<file path="config.mk">
export PLATFORM = sky130hd
export DESIGN_NAME = scene_sequencer_flat
export DESIGN_NICKNAME = d
export VERILOG_FILES = /design/src/rtl/game_pkg.sv /design/src/rtl/scene_sequencer_if.sv /design/src/rtl/ability_arbiter.sv /design/src/rtl/scene_sequencer.sv /design/src/flat_wrapper.sv
export SDC_FILE = /design/constraint.sdc
export NUM_CORES = 1
export LEC_CHECK = 0
export CAP_MARGIN = 20
export CORE_MARGIN = 8
export CORE_UTILIZATION = 46
export CTS_BUF_LIST = sky130_fd_sc_hd__clkbuf_8
export DETAILED_ROUTE_END_ITERATION = 16
export GPL_ROUTABILITY_DRIVEN = 0
export PLACE_DENSITY = 0.85
export SYNTH_ARGS = -nofsm -noshare
export SYNTH_HDL_FRONTEND = slang
export SYNTH_SLANG_ARGS = --single-unit
</file>
<file path="constraint.sdc">
create_clock -name Clk -period 2.5 [get_ports Clk]
set_clock_uncertainty 0.05 [all_clocks]
set_input_delay 0.625 -clock Clk [delete_from_list [all_inputs] [get_ports Clk]]
set_output_delay 0.625 -clock Clk [all_outputs]
set_load 0.03 [all_outputs]
</file>
<file path="src/rtl/game_pkg.sv">
// Shared definitions for the game-flow controller: scene and winner codes,
// FSM states and the ability tile encoding.
package game_pkg;

  localparam int FRAMES_PER_SEC_DEF = 60;
  localparam int MAX_TICK_DEF       = 999;
  localparam int NUM_AB_DEF         = 4;

  localparam logic [7:0] SCN_TITLE = 8'd0;
  localparam logic [7:0] SCN_PLAY  = 8'd1;
  localparam logic [7:0] SCN_END   = 8'd2;

  localparam logic [1:0] WIN_NONE = 2'd0;
  localparam logic [1:0] WIN_P1   = 2'd1;
  localparam logic [1:0] WIN_P2   = 2'd2;
  localparam logic [1:0] WIN_TIE  = 2'd3;

  typedef enum logic [1:0] {
    ST_TITLE  = 2'd0,
    ST_LAUNCH = 2'd1,
    ST_PLAY   = 2'd2,
    ST_END    = 2'd3
  } state_t;

  typedef enum logic {
    PRIO_P1 = 1'b0,
    PRIO_P2 = 1'b1
  } prio_t;

  function automatic logic [7:0] ab_onehot(input logic [1:0] idx);
    return 8'h01 << idx;
  endfunction

  function automatic logic ab_valid(input logic [1:0] idx, input int num_ab);
    return int'(idx) < num_ab;
  endfunction

  function automatic logic [7:0] scene_code(input state_t s);
    case (s)
      ST_PLAY: return SCN_PLAY;
      ST_END:  return SCN_END;
      default: return SCN_TITLE;
    endcase
  endfunction

endpackage

</file>
<file path="src/rtl/scene_sequencer_if.sv">
// Player/keyboard-facing signals of the scene sequencer and the colour
// mapper controls it produces.
interface scene_sequencer_if;
  logic        frame_tick;
  logic        start_key;
  logic        p1_req;
  logic [1:0]  p1_req_idx;
  logic        p2_req;
  logic [1:0]  p2_req_idx;
  logic        p1_exit;
  logic        p2_exit;
  logic [7:0]  scene;
  logic [31:0] tick;
  logic [7:0]  p1ab;
  logic [7:0]  p2ab;
  logic [1:0]  winner;
  logic        game_rst;

  modport master (
    output frame_tick, start_key, p1_req, p1_req_idx, p2_req, p2_req_idx,
           p1_exit, p2_exit,
    input  scene, tick, p1ab, p2ab, winner, game_rst
  );

  modport slave (
    input  frame_tick, start_key, p1_req, p1_req_idx, p2_req, p2_req_idx,
           p1_exit, p2_exit,
    output scene, tick, p1ab, p2ab, winner, game_rst
  );
endinterface

</file>
<file path="src/rtl/ability_arbiter.sv">
// Two-player ability tile allocation: exclusive ownership, re-request moves a
// player's grant, and same-tile contests are settled by a round-robin bit.
module ability_arbiter
  import game_pkg::*;
#(
  parameter int NUM_AB = NUM_AB_DEF
) (
  input  logic       clk,
  input  logic       rst_n,
  input  logic       enable,
  input  logic       clear,
  input  logic       p1_req,
  input  logic [1:0] p1_req_idx,
  input  logic       p2_req,
  input  logic [1:0] p2_req_idx,
  output logic [7:0] p1ab,
  output logic [7:0] p2ab
);

  prio_t prio;
  logic  v1, v2, contest, g1, g2;

  // A request survives only if the tile exists and the other player does not own it.
  assign v1      = p1_req && ab_valid(p1_req_idx, NUM_AB) && !p2ab[p1_req_idx];
  assign v2      = p2_req && ab_valid(p2_req_idx, NUM_AB) && !p1ab[p2_req_idx];
  assign contest = v1 && v2 && (p1_req_idx == p2_req_idx);
  assign g1      = v1 && !(contest && prio == PRIO_P2);
  assign g2      = v2 && !(contest && prio == PRIO_P1);

  always_ff @(posedge clk) begin
    if (!rst_n) begin
      p1ab <= '0;
      p2ab <= '0;
      prio <= PRIO_P1;
    end else if (clear) begin
      p1ab <= '0;
      p2ab <= '0;
    end else if (enable) begin
      if (g1) p1ab <= ab_onehot(p1_req_idx);
      if (g2) p2ab <= ab_onehot(p2_req_idx);
      if (contest) prio <= (prio == PRIO_P1) ? PRIO_P2 : PRIO_P1;
    end
  end

endmodule

</file>
<file path="src/rtl/scene_sequencer.sv">
// Game-flow controller: title/ability select, launch pulse, seconds timer
// during play and the end-screen hold, driving the colour mapper.
module scene_sequencer
  import game_pkg::*;
#(
  parameter int FRAMES_PER_SEC = FRAMES_PER_SEC_DEF,
  parameter int MAX_TICK       = MAX_TICK_DEF,
  parameter int NUM_AB         = NUM_AB_DEF
) (
  input logic               Clk,
  input logic               Reset_n,
  scene_sequencer_if.slave  bus
);

  localparam int FCW = $clog2(FRAMES_PER_SEC);

  state_t          state, state_nx;
  logic            start_q, start_go;
  logic [FCW-1:0]  fcnt;
  logic [31:0]     tick;
  logic [1:0]      winner, winner_nx;
  logic [7:0]      scene_r, scene_nx;
  logic            game_rst_r, game_rst_nx;
  logic [7:0]      p1ab_w, p2ab_w;
  logic            any_exit, sec_wrap, timeout;

  assign start_go = bus.start_key & ~start_q;
  assign any_exit = bus.p1_exit | bus.p2_exit;
  assign sec_wrap = bus.frame_tick && (fcnt == FCW'(FRAMES_PER_SEC - 1));
  assign timeout  = (tick >= 32'(MAX_TICK)) ||
                    (sec_wrap && tick >= 32'(MAX_TICK - 1));

  ability_arbiter #(.NUM_AB(NUM_AB)) u_arb (
    .clk        (Clk),
    .rst_n      (Reset_n),
    .enable     (state == ST_TITLE),
    .clear      (state == ST_END && start_go),
    .p1_req     (bus.p1_req),
    .p1_req_idx (bus.p1_req_idx),
    .p2_req     (bus.p2_req),
    .p2_req_idx (bus.p2_req_idx),
    .p1ab       (p1ab_w),
    .p2ab       (p2ab_w)
  );

  // NOTE: reset is synchronous, so it lives inside the clocked block and is
  // only seen at a Clk edge; every register here is reset, none is a memory.
  always_ff @(posedge Clk) begin
    if (!Reset_n) state <= ST_TITLE;
    else          state <= state_nx;
  end

  // NOTE: combinational blocks assign a default first so no path holds a value (no latch).
  always_comb begin
    state_nx = state;
    case (state)
      ST_TITLE:  if (start_go && p1ab_w != '0 && p2ab_w != '0) state_nx = ST_LAUNCH;
      ST_LAUNCH: state_nx = ST_PLAY;
      ST_PLAY:   if (any_exit || timeout) state_nx = ST_END;
      ST_END:    if (start_go) state_nx = ST_TITLE;
      default:   state_nx = ST_TITLE;
    endcase
  end

  // Outputs are computed from the next state and registered, so they settle on the edge.
  always_comb begin
    scene_nx    = scene_code(state_nx);
    game_rst_nx = (state_nx == ST_LAUNCH);
    winner_nx   = winner;
    case (state)
      ST_TITLE: if (state_nx == ST_LAUNCH) winner_nx = WIN_NONE;
      ST_PLAY: begin
        if (bus.p1_exit && bus.p2_exit) winner_nx = WIN_TIE;
        else if (bus.p1_exit)           winner_nx = WIN_P1;
        else if (bus.p2_exit)           winner_nx = WIN_P2;
        else if (timeout)               winner_nx = WIN_NONE;
      end
      ST_END: if (start_go) winner_nx = WIN_NONE;
      default: ;
    endcase
  end

  // NOTE: sequential state uses non-blocking assignments so all registers
  // update together from pre-edge values.
  always_ff @(posedge Clk) begin
    if (!Reset_n) begin
      start_q    <= 1'b0;
      fcnt       <= '0;
      tick       <= '0;
      winner     <= WIN_NONE;
      scene_r    <= SCN_TITLE;
      game_rst_r <= 1'b0;
    end else begin
      start_q    <= bus.start_key;
      winner     <= winner_nx;
      scene_r    <= scene_nx;
      game_rst_r <= game_rst_nx;
      if (state_nx == ST_LAUNCH) begin
        fcnt <= '0;
        tick <= '0;
      end else if (state == ST_PLAY && !any_exit && bus.frame_tick) begin
        if (sec_wrap) begin
          fcnt <= '0;
          tick <= timeout ? 32'(MAX_TICK) : tick + 32'd1;
        end else begin
          fcnt <= fcnt + 1'b1;
        end
      end
    end
  end

  assign bus.scene    = scene_r;
  assign bus.tick     = tick;
  assign bus.p1ab     = p1ab_w;
  assign bus.p2ab     = p2ab_w;
  assign bus.winner   = winner;
  assign bus.game_rst = game_rst_r;

endmodule
</file>
<file path="src/flat_wrapper.sv">
// flat-port wrapper written by rule: the top's interface ports become plain ports
module scene_sequencer_flat import game_pkg::*;
#(
  parameter int FRAMES_PER_SEC = FRAMES_PER_SEC_DEF,
  parameter int MAX_TICK       = MAX_TICK_DEF,
  parameter int NUM_AB         = NUM_AB_DEF
)
  (Clk, Reset_n, bus_frame_tick, bus_start_key, bus_p1_req, bus_p1_req_idx, bus_p2_req, bus_p2_req_idx, bus_p1_exit, bus_p2_exit, bus_scene, bus_tick, bus_p1ab, bus_p2ab, bus_winner, bus_game_rst);
  scene_sequencer_if bus_i ();
  input logic Clk;
  input logic Reset_n;
  input wire logic [$bits(bus_i.frame_tick)-1:0] bus_frame_tick;
  input wire logic [$bits(bus_i.start_key)-1:0] bus_start_key;
  input wire logic [$bits(bus_i.p1_req)-1:0] bus_p1_req;
  input wire logic [$bits(bus_i.p1_req_idx)-1:0] bus_p1_req_idx;
  input wire logic [$bits(bus_i.p2_req)-1:0] bus_p2_req;
  input wire logic [$bits(bus_i.p2_req_idx)-1:0] bus_p2_req_idx;
  input wire logic [$bits(bus_i.p1_exit)-1:0] bus_p1_exit;
  input wire logic [$bits(bus_i.p2_exit)-1:0] bus_p2_exit;
  output wire logic [$bits(bus_i.scene)-1:0] bus_scene;
  output wire logic [$bits(bus_i.tick)-1:0] bus_tick;
  output wire logic [$bits(bus_i.p1ab)-1:0] bus_p1ab;
  output wire logic [$bits(bus_i.p2ab)-1:0] bus_p2ab;
  output wire logic [$bits(bus_i.winner)-1:0] bus_winner;
  output wire logic [$bits(bus_i.game_rst)-1:0] bus_game_rst;
  assign bus_i.frame_tick = bus_frame_tick;
  assign bus_i.start_key = bus_start_key;
  assign bus_i.p1_req = bus_p1_req;
  assign bus_i.p1_req_idx = bus_p1_req_idx;
  assign bus_i.p2_req = bus_p2_req;
  assign bus_i.p2_req_idx = bus_p2_req_idx;
  assign bus_i.p1_exit = bus_p1_exit;
  assign bus_i.p2_exit = bus_p2_exit;
  assign bus_scene = bus_i.scene;
  assign bus_tick = bus_i.tick;
  assign bus_p1ab = bus_i.p1ab;
  assign bus_p2ab = bus_i.p2ab;
  assign bus_winner = bus_i.winner;
  assign bus_game_rst = bus_i.game_rst;
  scene_sequencer #(.FRAMES_PER_SEC(FRAMES_PER_SEC), .MAX_TICK(MAX_TICK), .NUM_AB(NUM_AB)) u_core (.Clk(Clk), .Reset_n(Reset_n), .bus(bus_i));
endmodule
</file>
== Word level (Yosys, flattened, before mapping) ==
Index checks and enable logic that the tools add are counted.
Operators by class
  shift operators: 2
  equality and inequality tests: 11
  reduce and logical (&&, ||, !) cells: 34
  mux-type cells: 19
  div/mod/pow operators: 0
  add/subtract/negate cells: 2
  multiply operators: 0
  magnitude comparators: 4
  bitwise gates (word level): 6
Operator list (count)
  $ge 32x10->1 const B: 2
  $add 32x1->32 const B: 1
  $mux 32: 1
  $mux 2: 9
  $logic_and 1x1->1: 16
  $reduce_bool 8->1: 2
  $shl 1x2->8 const A: 2
  $eq 2x2->1 const B: 4
  $lt 2x4->1 const B: 2
  $pmux 2 s4: 1
  $add 6x1->6 const B: 1
  $eq 6x6->1 const B: 1
  $mux 6: 1
  $pmux 2 s3: 1
  $reduce_and 2->1: 3
  $logic_not 1->1: 5
  $ne 5x3->1 const B: 1
  $bmux 1 s2: 2
  $eq 2x1->1 const B: 2
  $ne 2x1->1 const B: 2
  $not 1->1: 4
  $pmux 2 s2: 1
  $reduce_and 4->1: 1
  $reduce_or 2->1: 2
  8 further kinds: 11
Word-level totals
  latch bits: 0
  input bits: 12
  memories kept: 0
  register bits: 69
  ROM bits: 0
  logic and storage cells: 88
  RAM bits: 0

== Logic depth before layout (Yosys ltp) ==
Gate-level depths: netlist of the first run.
  word-level depth: 10
  gate-level depth with buffers: 8

== Modules after synthesis ==
Synthesis of the first run repeated with hierarchy kept, for this count alone.
Second synthesis, totals
  cell total of the unflattened synthesis: 318
  area total of the unflattened synthesis: 2897.8 um^2
Modules (own cells, without submodules)
  scene_sequencer: instances 1, area each 2237.1 um^2, sequential area each 920.9 um^2, cells each 248
  ability_arbiter: instances 1, area each 660.6 um^2, sequential area each 180.2 um^2, cells each 70

== Least setup slack after synthesis of the first run ==
OpenSTA, ideal clock, no wires.
  kind: in2reg
  start point: input bus_p2_exit
  end point: register u_core.tick[31], in the netlist u_core.bus.tick[31]
  buffers on the path: 0
  cell stages on the path: 5
  arrival: 2.456 ns
  path slack: -0.076 ns
  setup time: 0.070 ns
  data required time: 2.380 ns
  cells stage by stage: or3_4 -> or4_4 -> or3_4 -> or4_1 -> a21oi_1
On the way
  word-level cells in the longest chain between the ends: 6
  elaborated cells between the ends (all ways): 10
  classes of those cells: 1 x eq/ne; 2 x mux; 1 x bitwise; 6 x reduce/logical
RTL lines
  start: declaration: line flat_wrapper.sv:19  | input wire logic [$bits(bus_i.p2_exit)-1:0] bus_p2_exit;
  $or 1x1->1 *: line scene_sequencer.sv:28  | assign any_exit = bus.p1_exit | bus.p2_exit;
  $logic_or 1x1->1: line scene_sequencer.sv:59  | ST_PLAY: if (any_exit || timeout) state_nx = ST_END;
  $mux 2: line scene_sequencer.sv:59
  $pmux 2 s4: line scene_sequencer.sv:56  | case (state)
  $eq 2x1->1: line scene_sequencer.sv:98  | if (state_nx == ST_LAUNCH) begin
  $reduce_or 2->1 (no source line)
  end signal: assignment: line scene_sequencer.sv:104  | tick <= timeout ? 32'(MAX_TICK) : tick + 32'd1;
  end: declaration: line scene_sequencer.sv:20  | logic [31:0] tick;
Mark *: on every way between the ends. The rest lies on a longest branch, timed or not.
A chain may end at the register's enable or synchronous reset.

== Final worst setup path of the first run ==
  start point: input bus_p1_exit
  end point: register u_core.tick[31], in the netlist u_core.bus.tick[31]
On the way
  word-level cells in the longest chain between the ends: 6
  elaborated cells between the ends (all ways): 10
  classes of those cells: 1 x eq/ne; 2 x mux; 1 x bitwise; 6 x reduce/logical
RTL lines
  start: declaration: line flat_wrapper.sv:18  | input wire logic [$bits(bus_i.p1_exit)-1:0] bus_p1_exit;
  $or 1x1->1 *: line scene_sequencer.sv:28
  $logic_or 1x1->1: line scene_sequencer.sv:59
  $mux 2: line scene_sequencer.sv:59
  $pmux 2 s4: line scene_sequencer.sv:56
  $eq 2x1->1: line scene_sequencer.sv:98
  $reduce_or 2->1 (no source line)
Marked as above.

==> results.rst, run 1 <==
.. list-table::
   :header-rows: 1

   * - Metric
     - Value
   * - CP Data Arrival Time
     - 2.66 ns
   * - Netlist area before placement
     - ~2800 um^2
   * - YS warnings
     - 0
   * - Relative contribution of the clock network to total power
     - 0.330
   * - Required time at the endpoint of the critical path
     - 2.70 ns
   * - Footprint of the multi-input gates
     - 1622 um^2
   * - Clock tree from TritonCTS
     - built
   * - Grt ovf
     - 0
   * - Final critical path time including I/O delays and setup
     - 2.456 ns
   * - Number of enable-type register cells in the synthesized netlist
     - 0
   * - Count of non-filler cells in the finished layout
     - between 400 and 500
   * - Synth Flop Type
     - sky130_fd_sc_hd__dfxtp_1
   * - Number of setup buffers added after CTS
     - 0
   * - Final sum of negative setup slack
     - 0 ns
   * - Final WL
     - 7161 um
   * - Period utilization
     - 0.9825
   * - Utilization of the core after routing
     - 0.6183
   * - Synth async-reset ratio
     - 0
   * - Max_slew headroom
     - 0.5362
   * - Top achievable clock speed
     - 407.1 MHz
   * - Number of global-route vias before repair
     - 2,622
   * - GR Util All Layers
     - 0.1586
   * - Leakage
     - approximately 0.0013 uW
   * - Latest clock arrival within the worst-skew pair
     - between 0.3 and 0.4 ns
   * - Endpoint type of the worst setup path
     - flop
   * - Clock tree root driver cell
     - sky130_fd_sc_hd__clkbuf_8
   * - Summed area of non-filler cells in the final layout
     - ~3700 um^2
   * - Post-synthesis simple-gate area fraction
     - 0.3330
   * - Starting utilization of the core area
     - 0.4775
   * - N_diodes
     - 0
   * - Share of cells above drive strength 1
     - 0.09662
   * - Commonest cells after routing, fill and taps aside
     - sky130_fd_sc_hd__dfxtp_1, sky130_fd_sc_hd__clkdlybuf4s50_1, sky130_fd_sc_hd__nor2_1
   * - Synth Area in Compound Gates
     - 0.07215
   * - Clock H-tree levels
     - 2
   * - First-pass iteration count of the detailed router
     - 4
   * - Part of the power in combinational logic
     - 0.115
   * - Post-layout net count
     - 428
   * - Antenna violations before repair
     - 0
   * - Fill cell count
     - 533
   * - Final-report max-slew violation count
     - 0
   * - Max-cap check violation count
     - 0
   * - Number of vias per cell
     - ~5.4
   * - Xor/xnor share of the synthesized area
     - 0.09239
   * - Post-detail-place hpwl
     - 5520 um
   * - Final count of negative-setup-slack endpoints
     - 0
   * - Synth cell types
     - 41
   * - Post-synthesis sequential area ratio
     - 0.3872
   * - Net switching power figure
     - between 400 and 500 uW
   * - Worst Path Buf+Inv
     - 1
   * - Fin. Hold Viols
     - 0
   * - Average footprint of a synthesized cell
     - 8.316 um^2
   * - Cells along the critical path
     - dlygate4sd2_1, or3_4, or4_4, or3_4, or4_4, a21oi_2
   * - Cell area after placement
     - ~3600 um^2
   * - Hold Buf Count CTS
     - 0
   * - Wire length on met3
     - 429 um
   * - Placed Cells incl. Taps
     - around 480
   * - Largest net degree at the start of global routing
     - 25
   * - Height of the chip
     - about 95 um
   * - Worst-path maximum fanout
     - 4
   * - Design internal power
     - 1213 uW
   * - Synthesized flop and latch total
     - 55
   * - Die W
     - 94.63 um
   * - Signed area change from the synthesized netlist to the final layout
     - 29.48%
   * - Net Sw Frac
     - 0.2495
   * - Worst-margin pin slew
     - between 0.6 and 0.7 ns
   * - Full die area
     - 8955 um^2
   * - Clk pin slew, worst setup/hold paths
     - 0.09 ns
   * - Biggest area contributors in the synthesized netlist
     - sky130_fd_sc_hd__dfxtp_1, sky130_fd_sc_hd__xnor2_1, sky130_fd_sc_hd__nor4_1
   * - Kind of cell adding the most delay to the critical path
     - simple AND/OR/NAND/NOR gates
   * - Post-route DRC violation count
     - 0
   * - Area share of the largest cell type after synthesis
     - 0.3872
   * - Outcome
     - completed
   * - Number of DRC markers in iteration 0
     - between 150 and 200
   * - Port Buffer Count
     - 56
   * - Detailed-route via count
     - 2,658
   * - Routed length on met2
     - 3607 um
   * - Hold Crit Class
     - flop to flop
   * - Remaining antenna violation count
     - 0
   * - Most common library cell in the layout ignoring fill and taps
     - sky130_fd_sc_hd__dfxtp_1
   * - Pwr per Cell Area
     - 438.8 nW/um^2
   * - Worst hold margin
     - ~0.42 ns
   * - Seq. cell area
     - 1101 um^2
   * - CP max-delay cell
     - sky130_fd_sc_hd__or4_4
   * - Detailed-route wire length on metal 1
     - 3049 um
   * - Global-route wire length before repair
     - 11,730 um
   * - Crit path launch type
     - primary input
   * - Clk buf depth
     - 2
   * - Category of the critical setup timing path
     - primary input to flop
   * - IR Drop Worst-Case VDD
     - 264.6 uV
   * - Dominant combinational cell family by area after synthesis
     - simple AND/OR/NAND/NOR gates
   * - TritonCTS buffer count
     - 5
   * - Multiplexer share of the synthesized area
     - 0.03344
   * - Synthesized instance count
     - 342
   * - Cell row count
     - 28
   * - Boundary pin count
     - 71
   * - Cell taking the most area after synthesis
     - sky130_fd_sc_hd__dfxtp_1
   * - Wire length per cell
     - 14.64 um
   * - Top layer in use
     - met4
   * - Relative contribution of sequential cells to total power
     - 0.555
   * - Largest stage delay on the critical path
     - 0.51 ns
   * - Core area
     - 5956 um^2
   * - TritonCTS Sinks
     - 55
   * - Adder-Cell Fraction of Synth Area
     - 0.01320
[synth_stat cells (2+ instances only)]
library cell                n
sky130_fd_sc_hd__a211oi_1   2
sky130_fd_sc_hd__a21o_1     2
sky130_fd_sc_hd__a21oi_1   16
sky130_fd_sc_hd__a31oi_1    3
sky130_fd_sc_hd__and2_1     7
sky130_fd_sc_hd__and3_1     4
sky130_fd_sc_hd__and4_1     4
sky130_fd_sc_hd__buf_1      2
sky130_fd_sc_hd__buf_4     14
sky130_fd_sc_hd__clkbuf_1  10
sky130_fd_sc_hd__dfxtp_1   55
sky130_fd_sc_hd__ha_1       3
sky130_fd_sc_hd__inv_1      8
sky130_fd_sc_hd__mux2i_1    5
sky130_fd_sc_hd__mux4_2     2
sky130_fd_sc_hd__nand2_1   24
sky130_fd_sc_hd__nand2b_1   6
sky130_fd_sc_hd__nand3_1   15
sky130_fd_sc_hd__nand3b_1   3
sky130_fd_sc_hd__nand4_1    9
sky130_fd_sc_hd__nor2_1    44
sky130_fd_sc_hd__nor2b_1    4
sky130_fd_sc_hd__nor3_1    14
sky130_fd_sc_hd__nor4_1    27
sky130_fd_sc_hd__o21ai_0    5
sky130_fd_sc_hd__o311a_1    2
sky130_fd_sc_hd__o31ai_1    2
sky130_fd_sc_hd__or2_2      2
sky130_fd_sc_hd__or3_1      3
sky130_fd_sc_hd__or3_4      2
sky130_fd_sc_hd__or4_1      5
sky130_fd_sc_hd__xnor2_1   27
sky130_fd_sc_hd__xor2_1     3
[repair_timing]
action,CTS,global route
setup endpoints to repair,6,1
pin swaps,5,1
gates resized for setup,4,4
[routing by layer]
metal | vias to the layer above | GRT usage
li1 | 1339 | -
met1 | 1239 | 0.1816
met2 | 72 | 0.2816
met3 | 8 | 0.03492
met4 | 0 | 0.05852
met5 | - | 0
[power by group through the flow]
stage | Combinational [uW] | Clock (uW) | Sequential (uW)
after CTS | 186 | 541 | 896
after detailed placement | 187 | 0 | 916
final | 186 | 534 | 896
after global routing | 202 | 576 | 898
after global placement | 183 | 0 | 916
after floorplan | 116 | 0 | 930
[area by class of cell]
cell class	instances	share of cell area
multi-input cells	265	0.4404
flip-flops and latches	55	0.2990
repair buffers	78	0.1998
clock buffers	7	0.02616
clock inverters	1	0.001019
well taps	75	0.02548
inverters	8	0.008155
[worst register-to-register path: stages (launching register included)]
cell,delay (ns)
sky130_fd_sc_hd__dfxtp_1,0.38
sky130_fd_sc_hd__ha_1,0.20
sky130_fd_sc_hd__nand4b_1,0.13
sky130_fd_sc_hd__buf_4,0.18
sky130_fd_sc_hd__or4_1,0.59
sky130_fd_sc_hd__nor4_1,0.45
sky130_fd_sc_hd__xnor2_1,0.17
sky130_fd_sc_hd__a21oi_1,0.08
[final timing paths]
| check | start | to | slack [ns] | cells past startpoint |
|---|---|---|---|---|
| worst max register to register | u_core.fcnt[0] | u_core.bus.tick[7] | 0.17 | 7 |
| worst min register to register | u_core.bus.winner[0] | u_core.bus.winner[0] | 0.42 | 2 |
| worst min-delay path | u_core.bus.winner[0] | u_core.bus.winner[0] | 0.42 | 2 |
| worst max-delay path | bus_p1_exit | u_core.bus.tick[31] | 0.04 | 6 |
[flip-flops by register name, summed over array words and instances, names as in the netlist]
name                 count
u_core.bus.game_rst      1
u_core.bus.winner        2
u_core.u_arb.p1ab        4
u_core.bus.tick         32
u_core.u_arb.prio        1
u_core.start_q           1
u_core.u_arb.p2ab        4
u_core.fcnt              6
u_core.state             2
u_core.bus.scene         2
[cells by family after synthesis]
family	Yosys count
adder cells (fa/ha/maj)	3
XOR/XNOR	30
flip-flops	55
AND/OR/NAND/NOR	177
multiplexers	7
AO/OA/AOI/OAI	34
buffers and inverters	35
other	1
[stage by stage]
stage / setup slack (ns) / power [uW]
5_1_grt: -0.007400 / 1676
2_1_floorplan: 0.0009082 / 1046
3_5_place_dp: -0.4894 / 1103
3_3_place_gp: -0.4479 / 1099
6_report: 0.04376 / 1616
4_1_cts: 0.01927 / 1623
Note: power is estimated with default switching activity, not from simulation.
==> run 2, diff against run 1 <==
--- a/config.mk
+++ b/config.mk
@@ -14,4 +14,5 @@
 export PLACE_DENSITY = 0.85
 export SYNTH_ARGS = -nofsm -noshare
 export SYNTH_HDL_FRONTEND = slang
+export SYNTH_HIERARCHICAL = 1
 export SYNTH_SLANG_ARGS = --single-unit
==> results.rst, run 2 <==
.. list-table::
   :header-rows: 1

   * - Metric
     - Value
   * - Cell row count
     - 29 (+3.6%)
   * - Synth cell types
     - 56 (+37%)
   * - Grt ovf
     - 0 (unchanged)
   * - Top achievable clock speed
     - 442.4 MHz (+8.7%)
   * - TritonCTS Sinks
     - 55 (unchanged)
   * - Number of cells traversed by the worst register-to-register path
     - 7 (unchanged)
   * - Total power of the final layout
     - 1688 uW (+4.4%)
   * - Clk buf depth
     - 2 (unchanged)
   * - Post-synthesis sequential area ratio
     - 0.3800 (-0.007188)
   * - Post-Place Setup Slack
     - -0.08156 ns (+0.4079 ns)
   * - Placed Cells incl. Taps
     - 455 (-5.4%)
   * - Share of cells above drive strength 1
     - 0.1218 (+0.02514)
   * - Period utilization
     - 0.9041 (-0.07844)
   * - Fill cell count
     - 494 (-7.3%)
   * - Port Buffer Count
     - 56 (unchanged)
   * - CP Data Arrival Time
     - 2.46 ns (-0.20 ns)
   * - Starting utilization of the core area
     - 0.4670 (-0.01049)
   * - Number of setup buffers added after CTS
     - 0 (unchanged)
   * - Pwr per Cell Area
     - 461.9 nW/um^2 (+5.3%)
   * - YS warnings
     - 6 (+6)
   * - Clock H-tree levels
     - 2 (unchanged)
   * - Detailed-route wire length on metal 1
     - 2989 um (-2.0%)
   * - Biggest area contributors in the synthesized netlist
     - sky130_fd_sc_hd__dfxtp_1, sky130_fd_sc_hd__nor2_1, sky130_fd_sc_hd__buf_4
   * - Number of flip-flops in the largest register
     - 32 (unchanged)
   * - Height of the chip
     - 95.37 um (+0.78%)
   * - Wire length per cell
     - 15.09 um (+3.0%)
   * - Top layer in use
     - met4
   * - Worst path setup slack after routing
     - 0.2398 ns (+0.1961 ns)
   * - Signed area change from the synthesized netlist to the final layout
     - 26.08%
   * - Remaining antenna violation count
     - 0 (unchanged)
   * - Crit path launch type
     - primary input
   * - First-pass iteration count of the detailed router
     - 4 (unchanged)
   * - Outcome
     - completed
   * - N_diodes
     - 0 (unchanged)
   * - Utilization of the core after routing
     - 0.5888 (-0.02945)
   * - Number of resized instances in the post-cts repair step
     - 0 (-4)
   * - Max-cap check violation count
     - 0 (unchanged)
   * - Area share of the largest cell type after synthesis
     - 0.3800 (-0.007188)
   * - Number of vias per cell
     - 5.475 (+0.73%)
   * - Most repeated cell in the gate-level netlist after synthesis
     - sky130_fd_sc_hd__dfxtp_1
   * - Cell taking the most area after synthesis
     - sky130_fd_sc_hd__dfxtp_1
   * - Post-layout net count
     - 400 (-6.5%)
   * - Synthesized flop and latch total
     - 55 (unchanged)
   * - Clock tree from TritonCTS
     - built
   * - Most common library cell in the layout ignoring fill and taps
     - sky130_fd_sc_hd__clkdlybuf4s50_1
   * - Worst-path maximum fanout
     - 10 (+6)
   * - Synth Flop Type
     - sky130_fd_sc_hd__dfxtp_1
   * - GR Util All Layers
     - 0.1552 (-0.003399)
   * - Number of cells on the worst hold path
     - 2 (unchanged)
   * - Detailed-route via count
     - 2,535 (-4.6%)
   * - Largest net degree at the start of global routing
     - 22 (-12%)
   * - Synthesized instance count
     - 318 (-7.0%)
   * - Clk pin slew, worst setup/hold paths
     - 0.10 ns (about the same)
   * - Fin. Hold Viols
     - 0 (unchanged)
   * - Final WL
     - 6985 um (-2.5%)
   * - Final-report max-slew violation count
     - 0 (unchanged)
   * - Category of the critical setup timing path
     - primary input to flop
   * - TritonCTS buffer count
     - 5 (unchanged)
   * - Commonest cells after routing, fill and taps aside
     - sky130_fd_sc_hd__clkdlybuf4s50_1, sky130_fd_sc_hd__dfxtp_1, sky130_fd_sc_hd__nor2_1
   * - Biggest regs
     - u_core/bus.tick: 32 flops, u_core/fcnt: 6 flops
   * - IR Drop Worst-Case VDD
     - 336.2 uV (+27%)
   * - Number of global-route vias before repair
     - 2,551 (-2.7%)
   * - Hold Buf Count CTS
     - 0 (unchanged)
   * - Max_slew headroom
     - 0.3843 (-0.1519)
   * - Post-route DRC violation count
     - 0 (unchanged)
   * - Clock tree root driver cell
     - sky130_fd_sc_hd__clkbuf_8
   * - Synth async-reset ratio
     - 0 (unchanged)
   * - Netlist area before placement
     - 2898 um^2 (+1.9%)
   * - Count of non-filler cells in the finished layout
     - 463 (-5.3%)
   * - Wire length on met3
     - 520 um (+21%)
   * - Hold Crit Class
     - flop to flop
   * - Post-detail-place hpwl
     - 5399 um (-2.2%)
   * - Average footprint of a synthesized cell
     - 9.113 um^2 (+9.6%)
   * - Die W
     - 95.37 um (+0.78%)
   * - Latest clock arrival within the worst-skew pair
     - 0.31 ns (about the same)
   * - Endpoint type of the worst setup path
     - flop
   * - Full die area
     - 9095 um^2 (+1.6%)
   * - Required time at the endpoint of the critical path
     - 2.70 ns (about the same)
   * - Commonest cells in the synthesized netlist
     - sky130_fd_sc_hd__dfxtp_1, sky130_fd_sc_hd__nor2_1, sky130_fd_sc_hd__nand2_1
   * - Core area
     - 6205 um^2 (+4.2%)
   * - Number of DRC markers in iteration 0
     - 126 (-34%)
   * - Final count of negative-setup-slack endpoints
     - 0 (unchanged)
   * - Antenna violations before repair
     - 0 (unchanged)
   * - Setup repair after global routing missed its margin
     - no
   * - Register with the highest flop count
     - u_core/bus.tick
   * - Final critical path time including I/O delays and setup
     - 2.260 ns (-0.1961 ns)
   * - Boundary pin count
     - 71 (unchanged)
   * - Worst-margin pin slew
     - 0.9216 ns (+0.2323 ns)
   * - Leakage
     - 0.001358 uW (+7.3%)
   * - Global-route wire length before repair
     - 11,430 um (-2.6%)
   * - Routed length on met2
     - 3369 um (-6.6%)
   * - Number of enable-type register cells in the synthesized netlist
     - 0 (unchanged)
## run 2: changes by cell type in the layout (fill, tap and decap cells not counted), sizes merged, moves of 7 or more
cell,previous run,this run
xnor2,27,5
xor2,3,14
nor4,28,11
mux2i,5,12
o21a,0,7
nand2,24,33
## run 2: through the flow
stage | hold WS, ns | cell area, um^2 | setup TNS [ns]
finish | 0.4463 | 3654 | 0
global route | 0.4689 | 3654 | 0
CTS | 0.4503 | 3654 | 0
detailed placement | 0.4336 | 3557 | -1.072
global placement | 0.4228 | 3557 | -0.04619
floorplan | 0.4272 | 2943 | 0
## run 2: logic make-up after synthesis
| logic type | share of synthesized area |
|---|---|
| buf+inv | 0.07210 |
| compound gates | 0.1339 |
| other cells | 0.002592 |
| simple gates | 0.2880 |
| xor+xnor | 0.06002 |
| flops | 0.3800 |
| fa+ha+maj | 0.01295 |
| mux | 0.05052 |
## run 2: final cells by class
| cell class | count | area, um^2 | area share |
|---|---|---|---|
| multi-input combinational | 245 | 1633 | 0.4469 |
| sequential | 55 | 1101 | 0.3014 |
| timing repair buffer | 75 | 715.7 | 0.1959 |
| tap | 77 | 96.34 | 0.02637 |
| clock buffer | 5 | 68.82 | 0.01884 |
| clock inverter | 3 | 27.53 | 0.007534 |
| inverter | 3 | 11.26 | 0.003082 |
## run 2: metal layers
layer | track usage | vias up
met5 | 0 | -
met2 | 0.2710 | 86
li1 | - | 1245
met4 | 0.05378 | 0
met1 | 0.1775 | 1194
met3 | 0.04331 | 10
## run 2: report_power, final
part	switching (uW)	total (uW)	internal, uW
clock	308	514	206
combinational	155	261	106
sequential	18.1	912	894
total	482	1690	1210
## run 2: final timing paths
path | startpoint | end | slack, ns
worst max-delay path | bus_frame_tick | u_core/bus.tick[9] | 0.24
worst min-delay path | u_core/u_arb/p1ab[3] | u_core/u_arb/p1ab[3] | 0.45
worst max register to register | u_core/fcnt[0] | u_core/bus.tick[18] | 0.41
worst min register to register | u_core/u_arb/p1ab[3] | u_core/u_arb/p1ab[3] | 0.45
## run 2: critical path, cell delays in order
cell                              delay, ns
sky130_fd_sc_hd__clkdlybuf4s50_1       0.53
sky130_fd_sc_hd__or3b_1                0.40
sky130_fd_sc_hd__nor4_4                0.27
sky130_fd_sc_hd__buf_4                 0.20
sky130_fd_sc_hd__nand4_1               0.12
sky130_fd_sc_hd__xor2_1                0.17
sky130_fd_sc_hd__a21oi_1               0.14
